### src/rtl/multi_mode_ff_bank.sv
// multi_mode_ff_bank: WIDTH-bit flip-flop bank that behaves as SR, JK, D or T
// flip-flops (run-time mode select), with clock enable, single-event-per-cycle
// illegal SR input detection and a saturating illegal-event counter.
// Optional build macro FF_BANK_LOAD_EN adds a parallel load (load/load_val)
// that overrides enable and mode; reset still has the highest priority.
module multi_mode_ff_bank #(
  parameter int WIDTH     = 8,
  parameter int ERR_CNT_W = 4
) (
  input  logic                 clk,
  input  logic                 rst,
  input  logic                 en,
  input  logic [1:0]           mode,
  input  logic [WIDTH-1:0]     a,
  input  logic [WIDTH-1:0]     b,
  input  logic                 err_clr,
`ifdef FF_BANK_LOAD_EN
  input  logic                 load,
  input  logic [WIDTH-1:0]     load_val,
`endif
  output logic [WIDTH-1:0]     q,
  output logic [WIDTH-1:0]     qb,
  output logic                 illegal,
  output logic [ERR_CNT_W-1:0] err_cnt
);

  localparam logic [1:0] MODE_SR = 2'b00;
  localparam logic [1:0] MODE_JK = 2'b01;
  localparam logic [1:0] MODE_D  = 2'b10;
  localparam logic [1:0] MODE_T  = 2'b11;

  localparam logic [ERR_CNT_W-1:0] CNT_MAX = {ERR_CNT_W{1'b1}};

  logic [WIDTH-1:0]     q_q;
  logic [WIDTH-1:0]     q_d;
  logic                 illegal_q;
  logic                 illegal_d;
  logic [ERR_CNT_W-1:0] err_cnt_q;
  logic [ERR_CNT_W-1:0] err_cnt_d;
  logic [ERR_CNT_W-1:0] cnt_base_s;
  logic                 load_s;

`ifdef FF_BANK_LOAD_EN
  assign load_s = load;
`else
  assign load_s = 1'b0;
`endif

  // Per-bit next state by mode; enable gates everything, load overrides mode.
  always_comb begin
    q_d = q_q;
    if (load_s) begin
`ifdef FF_BANK_LOAD_EN
      q_d = load_val;
`else
      q_d = q_q;
`endif
    end else if (en) begin
      for (int i = 0; i < WIDTH; i++) begin
        case (mode)
          MODE_SR: begin
            case ({a[i], b[i]})
              2'b10:   q_d[i] = 1'b1;
              2'b01:   q_d[i] = 1'b0;
              default: q_d[i] = q_q[i];  // 00 hold, 11 illegal -> hold
            endcase
          end
          MODE_JK: begin
            case ({a[i], b[i]})
              2'b10:   q_d[i] = 1'b1;
              2'b01:   q_d[i] = 1'b0;
              2'b11:   q_d[i] = ~q_q[i];
              default: q_d[i] = q_q[i];
            endcase
          end
          MODE_D: begin
            q_d[i] = a[i];
          end
          MODE_T: begin
            if (a[i]) begin
              q_d[i] = ~q_q[i];
            end else begin
              q_d[i] = q_q[i];
            end
          end
          default: q_d[i] = q_q[i];
        endcase
      end
    end else begin
      q_d = q_q;
    end
  end

  // One illegal event per cycle: any bit with S=R=1 while enabled in SR mode.
  always_comb begin
    illegal_d = 1'b0;
    if (en && (mode == MODE_SR) && ((a & b) != {WIDTH{1'b0}}) && !load_s) begin
      illegal_d = 1'b1;
    end else begin
      illegal_d = 1'b0;
    end
  end

  // Counter update: clear first, then count the event, saturating at max.
  always_comb begin
    cnt_base_s = err_cnt_q;
    err_cnt_d  = err_cnt_q;
    if (err_clr) begin
      cnt_base_s = {ERR_CNT_W{1'b0}};
    end else begin
      cnt_base_s = err_cnt_q;
    end
    if (illegal_d && (cnt_base_s != CNT_MAX)) begin
      err_cnt_d = cnt_base_s + ERR_CNT_W'(1);
    end else begin
      err_cnt_d = cnt_base_s;
    end
  end

  // State registers with synchronous active-high reset.
  always_ff @(posedge clk) begin
    if (rst) begin
      q_q       <= {WIDTH{1'b0}};
      illegal_q <= 1'b0;
      err_cnt_q <= {ERR_CNT_W{1'b0}};
    end else begin
      q_q       <= q_d;
      illegal_q <= illegal_d;
      err_cnt_q <= err_cnt_d;
    end
  end

  assign q       = q_q;
  assign qb      = ~q_q;
  assign illegal = illegal_q;
  assign err_cnt = err_cnt_q;

endmodule

### config.mk
export PLATFORM = sky130hd
export DESIGN_NAME = multi_mode_ff_bank
export DESIGN_NICKNAME = d
export VERILOG_FILES = /design/src/rtl/multi_mode_ff_bank.sv
export SDC_FILE = /design/constraint.sdc
export NUM_CORES = 1
export LEC_CHECK = 0
export ABC_AREA = 1
export CORE_AREA = 2 2 62 52
export DETAILED_ROUTE_END_ITERATION = 10
export DIE_AREA = 0 0 64 54
export PLACE_DENSITY = 0.88
export SLEW_MARGIN = 30
export SYNTH_ARGS = -nofsm -noshare
export SYNTH_HDL_FRONTEND = slang
export SYNTH_SLANG_ARGS = --single-unit
### constraint.sdc
create_clock -name clk -period 1.9 [get_ports clk]
set_input_delay 0.38 -clock clk [delete_from_list [all_inputs] [get_ports clk]]
set_output_delay 0.38 -clock clk [all_outputs]
set_load 0.02 [all_outputs]
==> results.yml <==
floorplan:
  die_area_um2: 3456
  die_w_um: 64
  pin_count: 43
  std_cell_rows: 18
  core_area_um2: 2905
  die_h_um: 54
  start_util: 0.4823
timing:
  hold_viol_final: 0
  relSlewSlack: 0.7371
  skew_ns: 0.0005768
  rsz0062_at_grt: "false"
  period_needed_ns: 1.711
  clock.fmax_mhz: 584.3
  drv_slew: 0
  setup_viol: 0
  fin_crit_sh: 0.9008
  hold_ws_ns: 0.5246
  fin_tns_setup_ns: 0
  worstMarginPinSlew_ns: 0.3931
detailed_routing:
  drc_errors: 0
  num_vias: 1602
  first_iter_violations: 126
  vias_per_cell: 5.022
  final_antenna_net_count: 0
  drt-pass1-iter-count: 4
  totalWireLength_um: 3510
  post_drt_wl_per_cell_um: 11.00
place:
  place_hpwl_um: 2767
  dpl_cell_area_um2: 1898
  port_buffers: 42
  gp_congestion: 0.8376
critical_path:
  r2r_setup_slack_ns: 0.62
  r2r_cells: 7
  end_kind: "primary output"
  crit_path_start: "q[2]"
  crit_fanout: 4
  crit_required_ns: 1.52
  reg2reg_to: "err_cnt[1]"
  worstSetupEndpoint: "qb[2]"
  path_class: "flop to primary output"
  r2r_start: "err_cnt[0]"
  startpoint_type: "flop"
  cp_data_arrival_time_ns: 1.33
clock_tree:
  cts_resized: 0
  numCtsBuffers: 3
  htreeDepth: 1
  post_cts_buffers: 0
  ctsHoldBuffers: 0
  clock_latency_ns: 0.28
  clock-root-buffer: "clkbuf_4"
  clk_path_buf_depth: 2
  cts_tree: "built"
  cts.sinks: 13
  path_clk_slew_ns: 0.09
global_routing:
  antenna_found_initial: 0
  grt_overflow: 0
  grt_max_degree: 12
  grt_use_total: 0.2153
  grt_pass1_vias: 1358
  grt_pass1_wl_um: 5844
run:
  maxCapViolCount: 0
yosys:
  yosysWarnings: 0
  ys_top_cells_by_area: "dfxtp_1, ha_1, nand2_1"
  syn-num-nets: 269
  synthDistinctLibCells: 22
  post-synth-top-area-cell: "dfxtp_1"
  synth-seq-cells: 13
  yosys.area.top_type_share: 0.1857
  seq_area_frac_synth: 0.1857
  netlist_area_um2: 1401
  synthCells: 229
  syn_avg_cell_area_um2: 6.119
finish:
  nets: 320
  drive_gt1_frac: 0.07527
  fin_util: 0.6628
  area_growth_pct: 37.41
  final_area_um2: 1926
  multi_input_area_um2: 945.9
  diodes: 0
  layout_common_cells: "nand2_1, clkdlybuf4s50_1, inv_1"
  layout_commonest_cell: "nand2_1"
  register_area_um2: 260.3
  fillers: 245
power:
  total_power_uw: 853.3
  powerDensity_nw_per_um2: 443.2
  cellLeakagePower_uw: 0.0009411
  peakVddDrop_mv: 0.3678
worst_hold_path:
  whs_path_depth: 2
  hold_class: "flop to flop"
status:
  status: "finished clean"
how the worst min path moves through the flow:
stage | start | to
floorplan | err_clr | err_cnt[3]
global placement | q[2] | q[2]
CTS | q[2] | q[2]
detailed placement | q[2] | q[2]
global route | q[2] | q[2]
finish | q[2] | q[2]
cells in the mapped netlist:
master	instances
nand2_2	1
nand3_1	26
nor3_1	2
nand4_1	2
inv_1	41
inv_2	4
o21ai_0	2
a21oi_1	13
dfxtp_1	13
nor2_1	26
o211ai_1	1
buf_6	2
o21a_1	1
o221ai_1	5
o2111ai_1	1
nor2_4	4
xor2_1	1
nand2_1	59
nand3b_1	5
a21oi_2	1
buf_1	1
ha_1	18
registers in the layout, summed over array words and instances, names as in the netlist:
name     cells
err_cnt      4
illegal      1
q            8
kinds of logic after synthesis:
kind of cell / Yosys count / share of synthesized area
buf+inv: 48 / 0.1393
simple gates: 125 / 0.4000
xor+xnor: 1 / 0.006251
compound gates: 24 / 0.1080
flops: 13 / 0.1857
fa+ha+maj: 18 / 0.1607
report_power, final:
| part | internal [uW] | total [uW] | switching (uW) |
|---|---|---|---|
| sequential | 290 | 305 | 15.8 |
| clock | 78.1 | 181 | 103 |
| combinational | 168 | 367 | 199 |
final cells by class:
class | instances | area share
repair buffers | 49 | 0.2456
clock inverters | 1 | 0.002599
inverters | 45 | 0.08772
well taps | 40 | 0.02599
flip-flops and latches | 13 | 0.1352
clock buffers | 3 | 0.01170
multi-input cells | 168 | 0.4912
critical path: stages (launching register included):
cell and delay, ns:
dfxtp_1 0.35, inv_1 0.10, clkdlybuf4s50_1 0.60
through the flow:
step	std cells	setup slack [ns]
global placement	315	0.07390
detailed placement	315	0.03109
global route	319	0.1464
CTS	319	0.1816
finish	319	0.1885
floorplan	229	0.5844
per-layer routing:
layer	global-route usage	vias to the layer above	part of all wire
li1	-	827	-
met1	0.3051	702	0.49
met2	0.3385	69	0.42
met3	0.04393	4	0.080
met4	0.04348	0	0.0068
met5	0	-	0
Note: power is estimated with default switching activity, not from simulation.
==> RTL edit (config.mk and constraints unchanged) <==
Register the input `b` before use, with the module's reset. The logic sees it one clock later. The other inputs are not delayed to match.
--- a/src/rtl/multi_mode_ff_bank.sv
+++ b/src/rtl/multi_mode_ff_bank.sv
@@ -32,4 +32,14 @@
   localparam logic [ERR_CNT_W-1:0] CNT_MAX = {ERR_CNT_W{1'b1}};
 
+  logic [WIDTH-1:0] b_q;
+
+  always_ff @(posedge clk) begin
+    if (rst) begin
+      b_q <= '0;
+    end else begin
+      b_q <= b;
+    end
+  end
+
   logic [WIDTH-1:0]     q_q;
   logic [WIDTH-1:0]     q_d;
@@ -60,5 +70,5 @@
         case (mode)
           MODE_SR: begin
-            case ({a[i], b[i]})
+            case ({a[i], b_q[i]})
               2'b10:   q_d[i] = 1'b1;
               2'b01:   q_d[i] = 1'b0;
@@ -67,5 +77,5 @@
           end
           MODE_JK: begin
-            case ({a[i], b[i]})
+            case ({a[i], b_q[i]})
               2'b10:   q_d[i] = 1'b1;
               2'b01:   q_d[i] = 1'b0;
@@ -95,5 +105,5 @@
   always_comb begin
     illegal_d = 1'b0;
-    if (en && (mode == MODE_SR) && ((a & b) != {WIDTH{1'b0}}) && !load_s) begin
+    if (en && (mode == MODE_SR) && ((a & b_q) != {WIDTH{1'b0}}) && !load_s) begin
       illegal_d = 1'b1;
     end else begin
Behaviour: not the same (a bounded check fails within 4 cycles, from zero or initial values and one cycle with rst high).
==> RTL edit against the unedited design <==
Clock power grew 22%; sequential cell count grew 8; cell area grew 6.0%; wire length grew 1.9%; fmax shrank 2.2%; worst setup slack lost 38 ps; critical endpoint unchanged; synthesized area grew 8.3%; largest power group is now sequential cells; total power grew 23%.
==> RTL edit: results (changes against the unedited design) <==
Status
  – Outcome: complete, no violations

Yosys
  – Asr flop ratio synth: 0% (unchanged)
  – Sequential area share after synthesis: 27.70% (+9.1 points)
  – Synth cell count leaders: 59 x nand2_1, 45 x inv_1, 32 x nor2_1, 21 x dfxtp_1, 19 x nand3_1
  – Cell variety after synth: 26 (+18%)
  – Yosys Warn Count: 0 (unchanged)
  – Synth Flop Type: dfxtp_1
  – Mapped Nets: 272 (+1.1%)
  – Largest cells by area after synthesis: dfxtp_1 28%, nand2_1 15%, ha_1 12%
  – Syn Inst Count: 235 (+2.6%)

Global route
  – Pin count of the biggest net entering global routing: 12 (unchanged)
  – GRT Total Usage: 22.30% (+0.77 points)
  – Global-route wire length before repair: 6044 microns (+3.4%)
  – Initial antenna violation count: 0 (unchanged)
  – Vias in the first global route: 1433 (+5.5%)

Final layout
  – Inserted Diodes: 0 (unchanged)
  – FILL cells: 249 (+1.6%)
  – Layout cells sized above 1: 6.338% (-1.2 points)
  – Final #Nets: 322 (+0.63%)

Drt
  – Met2 WL: 1624 microns (+9.1%)
  – Uppermost layer routed: met4
  – Met3 WL post-DR: 217 microns (-23%)
  – Routed wire length: 3577 microns (+1.9%)
  – TritonRoute pass-1 iters: 4 (unchanged)
  – DR iter-0 viols: 120 (-4.8%)
  – Via/cell ratio: 4.907 (-2.3%)
  – Metal1 wirelength: 1708 microns (-0.47%)
  – Routed via count: 1590 (-0.75%)

CTS
  – Root Buffer: clkbuf_4
  – H-tree levels: 1 (unchanged)
  – Clock transition at path regs: 120 ps (+30 ps)
  – Clk buf depth: 2 (unchanged)
  – Clk_lat worst skew: 310 ps (+30 ps)
  – CTS resizes: 0 (unchanged)
  – TritonCTS buffer count: 3 (unchanged)
  – Setup Fix Bufs, Post-CTS: 0 (unchanged)

Worst setup path
  – Reg2reg path depth: 8 (+1)
  – CP max FO: 4 (unchanged)
  – Peak per-stage delay on the critical path: around 600 ps
  – Slowest stage cell, crit path: clkdlybuf4s50_1
  – Arr. time, crit path: 1370 ps (+40 ps)
  – CP top delay family: buffers and inverters

Pwr
  – Peak VDD IR: 0.0004283 V (+16%)
  – Lkg Pwr: 1.001 nW (+6.4%)

Min path
  – Hold/Removal Path Class: flip-flop to flip-flop
  – Hold depth: 2 (unchanged)

Placed design
  – Post-detail-place hpwl: 2834 microns (+2.4%)
  – Placement Setup Slack: 14.97 ps (-16.12 ps)
  – Routability cong.: 0.8909 (+6.4%)
  – Port Buffers: 42 (unchanged)

STA
  – Fin Clk Skew: 8.358 ps (+7.781 ps)
  – Slew margin rel.: 79.66% (+5.9 points)
RTL edit: cell types whose count changed after synthesis, sizes merged, moves of 2 or more:
cell / change
dfxtp: +8
clkbuf: +2
nand4: +2
a21oi: -2
nand3: -6
inv: +3
buf: -2
nor2: +5
ha: -3
RTL edit: path summary, 6_finish.rpt:
kind                          start                    end  slack [ps]
hold / removal    q[2]$_SDFFE_PP0P_      q[2]$_SDFFE_PP0P_         540
setup reg to reg  b_q[5]$_SDFF_PP0_  err_cnt[3]$_SDFF_PP0_         550
hold reg to reg   q[2]$_SDFFE_PP0P_      q[2]$_SDFFE_PP0P_         540
setup / recovery  q[2]$_SDFFE_PP0P_                  qb[2]         150
RTL edit: worst min-delay path: stages (launching register included):
cell and delay (ps):
dfxtp_1 360, nand2_1 100, a21oi_2 50
RTL edit: layout make-up:
class	count	area, sq um	share of cell area (%)
repair buffers	48	465.4	22.81
multi-input cells	163	898.4	44.02
flip-flops and latches	21	420.4	20.60
well taps	40	50.05	2.452
inverters	48	180.2	8.829
clock buffers	4	26.28	1.288
RTL edit: report_power, final:
part           internal, mW  switching, mW  leakage [nW]  total (mW)
clock network        0.0820          0.139        0.0150       0.221
logic                 0.158          0.183         0.813       0.341
registers             0.466         0.0229         0.173       0.489
total                 0.706          0.344          1.00        1.05
RTL edit: per-layer routing:
| metal | vias to the layer above | track usage (%) |
|---|---|---|
| li1 | 836 | - |
| met1 | 694 | 27.97 |
| met3 | 2 | 4.393 |
| met2 | 58 | 39.58 |
| met4 | 0 | 6.159 |
| met5 | - | 0 |
RTL edit: through the flow:
stage | instance area (sq um) | power, mW
after floorplan | 1518 | 0.6836
after global placement | 2014 | 0.8297
after detailed placement | 2014 | 0.8379
after CTS | 2041 | 1.054
after global routing | 2041 | 1.113
final | 2041 | 1.050
RTL edit: cells by family after synthesis:
group,count (synthesis),share of synthesized area (%)
DFF,21,27.70
adders and majority gates,15,12.37
buffers and inverters,51,13.11
xor gates and xnor gates,1,0.5772
AOI/OAI and AO/OA,23,9.646
and+or+nand+nor,124,36.60
